## src/rtl/lane_result_tx_pkg.sv

```systemverilog
// Shared types and constants for the lane result transmitter.
// LANE_TX_CHECKSUM_EN selects the 5-byte frame with trailing checksum;
// when undefined the frame is 4 bytes and no checksum logic is built.
package lane_tx_pkg;

  typedef enum logic [2:0] {
    ST_IDLE,
    ST_SOF,
    ST_SEQ,
    ST_CENTER,
    ST_CONF,
    ST_CSUM
  } tx_state_t;

  localparam logic [7:0] SOF_DEFAULT = 8'hA5;

`ifdef LANE_TX_CHECKSUM_EN
  localparam int unsigned FRAME_LEN = 5;
`else
  localparam int unsigned FRAME_LEN = 4;
`endif

  typedef struct packed {
    logic [7:0] center;
    logic [7:0] conf;
  } lane_result_t;

endpackage

```

## src/rtl/lane_result_tx_fifo.sv

```systemverilog
// Synchronous show-ahead FIFO of lane results. A push while full is
// accepted only when a pop happens in the same cycle.
module lane_result_fifo
  import lane_tx_pkg::*;
#(
  parameter int unsigned DEPTH = 4
) (
  input  logic                     clk,
  input  logic                     rst,
  input  logic                     push,
  input  logic                     pop,
  input  lane_result_t             wr_data,
  output lane_result_t             rd_data,
  output logic                     full,
  output logic                     empty,
  output logic [$clog2(DEPTH):0]   level
);

  localparam int unsigned AW = $clog2(DEPTH);

  lane_result_t mem [DEPTH];
  logic [AW:0]  wr_ptr;
  logic [AW:0]  rd_ptr;
  logic         do_push;
  logic         do_pop;

  assign empty   = (wr_ptr == rd_ptr);
  assign full    = (wr_ptr[AW] != rd_ptr[AW]) && (wr_ptr[AW-1:0] == rd_ptr[AW-1:0]);
  assign level   = wr_ptr - rd_ptr;
  assign do_pop  = pop && !empty;
  assign do_push = push && (!full || do_pop);
  assign rd_data = mem[rd_ptr[AW-1:0]];

  // Pointer update; the extra MSB distinguishes full from empty.
  always_ff @(posedge clk) begin
    if (rst) begin
      wr_ptr <= '0;
      rd_ptr <= '0;
    end else begin
      if (do_push) wr_ptr <= wr_ptr + 1'b1;
      if (do_pop)  rd_ptr <= rd_ptr + 1'b1;
    end
  end

  // Storage write; contents need no reset since pointers gate visibility.
  always_ff @(posedge clk) begin
    if (do_push) mem[wr_ptr[AW-1:0]] <= wr_data;
  end

endmodule

```

## src/rtl/lane_result_tx.sv

```systemverilog
// Lane result return-path transmitter: buffers {center, conf} results and
// serializes each as a framed byte packet on a valid/ready byte stream.
// Build option: LANE_TX_CHECKSUM_EN appends a CSUM byte (SEQ+CENTER+CONF).
module lane_result_tx
  import lane_tx_pkg::*;
#(
  parameter int unsigned FIFO_DEPTH = 4,
  parameter logic [7:0]  SOF_BYTE   = SOF_DEFAULT
) (
  input  logic       clk,
  input  logic       rst,
  input  logic       result_valid,
  input  logic [7:0] result_center,
  input  logic [7:0] result_conf,
  output logic [7:0] tx_data,
  output logic       tx_valid,
  input  logic       tx_ready,
  output logic       busy,
  output logic       overflow,
  output logic [7:0] drop_count
);

  localparam int unsigned LW = $clog2(FIFO_DEPTH) + 1;

  tx_state_t    state;
  lane_result_t frame;
  lane_result_t head;
  logic [7:0]   seq;
  logic         full;
  logic         empty;
  logic [LW-1:0] level;
  logic [LW-1:0] level_next;
  logic         accept;
  logic         frame_end;
  logic         pop;
  logic         wr_acc;
  logic         tx_valid_next;

  lane_result_fifo #(
    .DEPTH(FIFO_DEPTH)
  ) u_fifo (
    .clk    (clk),
    .rst    (rst),
    .push   (result_valid),
    .pop    (pop),
    .wr_data({result_center, result_conf}),
    .rd_data(head),
    .full   (full),
    .empty  (empty),
    .level  (level)
  );

`ifdef LANE_TX_CHECKSUM_EN
  logic [7:0] csum;
  assign csum = seq + frame.center + frame.conf;
`endif

  // Handshake decode, frame-end detection and FIFO pop/push acceptance.
  always_comb begin
    accept = tx_valid && tx_ready;
`ifdef LANE_TX_CHECKSUM_EN
    frame_end = accept && (state == ST_CSUM);
`else
    frame_end = accept && (state == ST_CONF);
`endif
    pop           = !empty && ((state == ST_IDLE) || frame_end);
    wr_acc        = result_valid && (!full || pop);
    tx_valid_next = ((state == ST_IDLE) || frame_end) ? !empty : tx_valid;
    level_next    = level + LW'(wr_acc) - LW'(pop);
  end

  // Frame sequencer: loads the next byte on each accepted handshake and
  // chains straight into the next frame when results are queued.
  always_ff @(posedge clk) begin
    if (rst) begin
      state    <= ST_IDLE;
      frame    <= '0;
      seq      <= '0;
      tx_data  <= '0;
      tx_valid <= 1'b0;
    end else if (frame_end) begin
      seq <= seq + 8'd1;
      if (!empty) begin
        frame   <= head;
        tx_data <= SOF_BYTE;
        state   <= ST_SOF;
      end else begin
        tx_valid <= 1'b0;
        state    <= ST_IDLE;
      end
    end else begin
      case (state)
        ST_IDLE: begin
          if (!empty) begin
            frame    <= head;
            tx_data  <= SOF_BYTE;
            tx_valid <= 1'b1;
            state    <= ST_SOF;
          end
        end
        ST_SOF: begin
          if (accept) begin
            tx_data <= seq;
            state   <= ST_SEQ;
          end
        end
        ST_SEQ: begin
          if (accept) begin
            tx_data <= frame.center;
            state   <= ST_CENTER;
          end
        end
        ST_CENTER: begin
          if (accept) begin
            tx_data <= frame.conf;
            state   <= ST_CONF;
          end
        end
`ifdef LANE_TX_CHECKSUM_EN
        ST_CONF: begin
          if (accept) begin
            tx_data <= csum;
            state   <= ST_CSUM;
          end
        end
`endif
        default: ;
      endcase
    end
  end

  // Status outputs: drop pulse, saturating drop counter, registered busy.
  always_ff @(posedge clk) begin
    if (rst) begin
      overflow   <= 1'b0;
      drop_count <= '0;
      busy       <= 1'b0;
    end else begin
      overflow <= result_valid && !wr_acc;
      if (result_valid && !wr_acc && (drop_count != 8'hFF))
        drop_count <= drop_count + 8'd1;
      busy <= tx_valid_next || (level_next != '0);
    end
  end

endmodule

```

## config.mk

```make
export PLATFORM = sky130hd
export DESIGN_NAME = lane_result_tx
export DESIGN_NICKNAME = d
export VERILOG_FILES = /design/src/rtl/lane_result_tx_pkg.sv /design/src/rtl/lane_result_tx_fifo.sv /design/src/rtl/lane_result_tx.sv
export SDC_FILE = /design/constraint.sdc
export NUM_CORES = 1
export LEC_CHECK = 0
export CAP_MARGIN = 0
export CORE_UTILIZATION = 55
export CTS_CLUSTER_SIZE = 24
export DETAILED_ROUTE_END_ITERATION = 8
export PLACE_DENSITY_LB_ADDON = 0.25
export SYNTH_ARGS = -nofsm -noshare
export SYNTH_HDL_FRONTEND = slang
export SYNTH_SLANG_ARGS = --single-unit
```

## constraint.sdc

```tcl
create_clock -name clk -period 3.43 [get_ports clk]
set_input_delay 0.686 -clock clk [delete_from_list [all_inputs] [get_ports clk]]
set_output_delay 0.686 -clock clk [all_outputs]
set_load 0.01 [all_outputs]
```

==> flow_summary.yaml <==
routing:
  dr.first_iter.drc_count: 152
  wirelength_um: 9680
  dr.pass1.iters: 6
  via_count: 3137
  wl_per_cell_um: 17.7
  drc: 3
  vias_per_cell: 5.73
  postRouteAntennaNets: 0
global_route:
  antenna_found_initial: 0
  grt_overflow: 0
  use_met3: 0.0616
  grt_max_degree: 38
  met2_usage: 0.348
  grt_pass1_vias: 3172
  grtUsageTotal: 0.224
  grt_pass1_wl_um: 16100
  busiest_layer: "met2"
  met1_usage: 0.307
synthesis:
  synth_area_leaders: "edfxtp_1 (38%), dfxtp_1 (21%), mux4_2 (7.1%)"
  synthTopCellsByCount: "edfxtp_1 (64), dfxtp_1 (54), nor2_1 (36)"
  synth_most_common_cell: "edfxtp_1"
  yosys_most_used_dff: "edfxtp_1"
  syn_inst: 378
  synthArstFlopShare: 0
  yosys_warnings: 0
  syn_area_um2: 5100
  synth_area_per_cell_um2: 13.5
  synth_seq_cells: 118
  synth_edf_count: 64
  synth.distinct_cells: 53
  synth_top_area_share: 0.377
  ys_seq_area_frac: 0.588
  postSynthNetCount: 410
  yosysTopAreaCell: "edfxtp_1"
finish:
  fin_nets: 458
  stdcell_count: 547
  layout-drive-gt1-share: 0.189
  syn_to_final_growth_pct: 21.8
  design_area_um2: 6220
  antennaDiodeCount: 0
sta:
  hold_slack_ns: 0.465
  worst_pin_slew_ns: 0.811
  worst_slack_ns: 0.479
  drv_slew: 0
  setup_violations: 0
  rsz0062_at_grt: "no"
  finalCriticalPeriod_ns: 2.95
  max-slew-margin-rel: 0.458
  skew_ns: 0.0219
  finalHoldViolations: 0
  fin_crit_sh: 0.860
  clock.fmax_mhz: 339
  tns_ns: 0
clocking:
  clock_sinks: 118
  cts_tree: "built"
  cts_resized: 0
  h-tree-depth: 4
  holdBufCountCts: 0
  clk_pin_slew_worst_paths_ns: 0.06
  worstSkewPairLatency_ns: 0.53
  cts-root-buf: "clkbuf_8"
  cts_buffer_depth: 2
  cts_buffers: 17
  postCtsSetupRepairBufs: 0
die:
  die_w_um: 98.3
  boundaryPins: 39
  start_util: 0.577
  die_h_um: 98.3
  die_area_um2: 9670
  num_rows: 34
  core_area_um2: 8850
setup_path:
  critical_path_class: "primary input to register"
  cp-end-kind: "register"
  crit_path_top_delay_cell: "clkdlybuf4s50_1"
  crit_arrival_ns: 3.32
  cp_max_fo: 2
  critical_path_required_ns: 3.80
  critical-path-max-stage-delay_ns: 0.44
  crit_chain: "clkdlybuf4s50_1 > a21boi_2 > o2111ai_4 > and2_1 > fa_1 > inv_1 > fa_1 > inv_1 > ha_1 > xnor2_1 > xnor2_1 > nor3_1 > a21oi_1"
  startpoint_type: "primary input"
placement:
  dp.final_hpwl_um: 6310
  placed_cells: 515
  place_congestion: 0.820
  port_buffers: 38
  post-place-ws_ns: -0.0380
  postPlaceCellArea_um2: 5610
status:
  outcome: "finished, violations left"
  violations: "DRC"
power_and_ir_drop:
  p_leak_nw: 2.21
  ir_worst_vdd_mv: 0.655
  p_per_area_nw_per_um2: 752
flow_run:
  max-cap-violations: 0
hold_path:
  hp-class: "register to register"
==> layer usage <==
layer	part of all wire	vias to the layer above	routed length, um
met5	0	-	0
met1	0.48	1530	4610
met2	0.47	82	4570
li1	-	1514	-
met4	0.010	0	99
met3	0.042	11	405
==> layout make-up <==
cell class | count | area, um2
repair buffers | 52 | 493
inverters | 9 | 33.8
clock inverters | 14 | 191
clock buffers | 18 | 418
flip-flops and latches | 118 | 3000
well taps | 108 | 135
multi-input cells | 228 | 1940
fillers | 612 | 2630
==> final timing paths <==
kind	slack, ns	end	from	cells after the start
worst min-delay path	0.46	tx_data[2]	tx_data[2]	1
worst max register to register	0.57	busy	u_fifo.wr_ptr[0]	12
worst min register to register	0.46	tx_data[2]	tx_data[2]	1
worst max-delay path	0.48	busy	tx_ready	13
==> sequential cells by signal (all words and copies together), names as in the netlist, named ones only <==
| signal | cells |
|---|---|
| seq | 8 |
| drop_count | 8 |
| u_fifo.mem | 64 |
| tx_valid | 1 |
| overflow | 1 |
| u_fifo.wr_ptr | 3 |
| busy | 1 |
| frame | 16 |
| tx_data | 8 |
| state | 3 |
| u_fifo.rd_ptr | 3 |
==> metrics by stage <==
step	power (mW)	util
floorplan	2.61	-
global placement	2.84	0.634
detailed placement	2.88	0.634
CTS	4.71	0.702
global route	4.90	0.702
finish	4.67	0.702
==> worst max-delay path, delay by kind of cell <==
family                   cells  cell delay [ns]
buffers and inverters        3             0.59
AND/OR/NAND/NOR              2             0.36
XOR/XNOR                     2             0.21
adder cells (fa/ha/maj)      3             0.96
AO/OA/AOI/OAI                3             0.51
==> layout by cell type, fill, tap and decap left out, drive strengths merged, types with 8 or more instances in the layout <==
| cell | n |
|---|---|
| a21oi | 12 |
| and3 | 8 |
| buf | 15 |
| clkbuf | 18 |
| clkdlybuf4s50 | 37 |
| dfxtp | 54 |
| edfxtp | 64 |
| ha | 10 |
| inv | 15 |
| mux2 | 11 |
| mux2i | 20 |
| mux4 | 16 |
| nand2 | 11 |
| nand3 | 8 |
| nor2 | 36 |
| nor2b | 10 |
| o21ai | 9 |
==> kinds of logic after synthesis <==
family | synth area share
XOR/XNOR | 0.0267
AND/OR/NAND/NOR | 0.112
flip-flops | 0.588
adder cells (fa/ha/maj) | 0.0324
buffers and inverters | 0.0311
multiplexers | 0.135
AO/OA/AOI/OAI | 0.0745
==> power breakdown <==
group	internal (mW)	leakage, nW	switching (mW)
clock	1.13	0.299	0.681
sequential	1.67	1.03	0.135
combinational	0.527	0.885	0.534
total	3.32	2.21	1.35
Note: power is estimated with default switching activity, not from simulation.
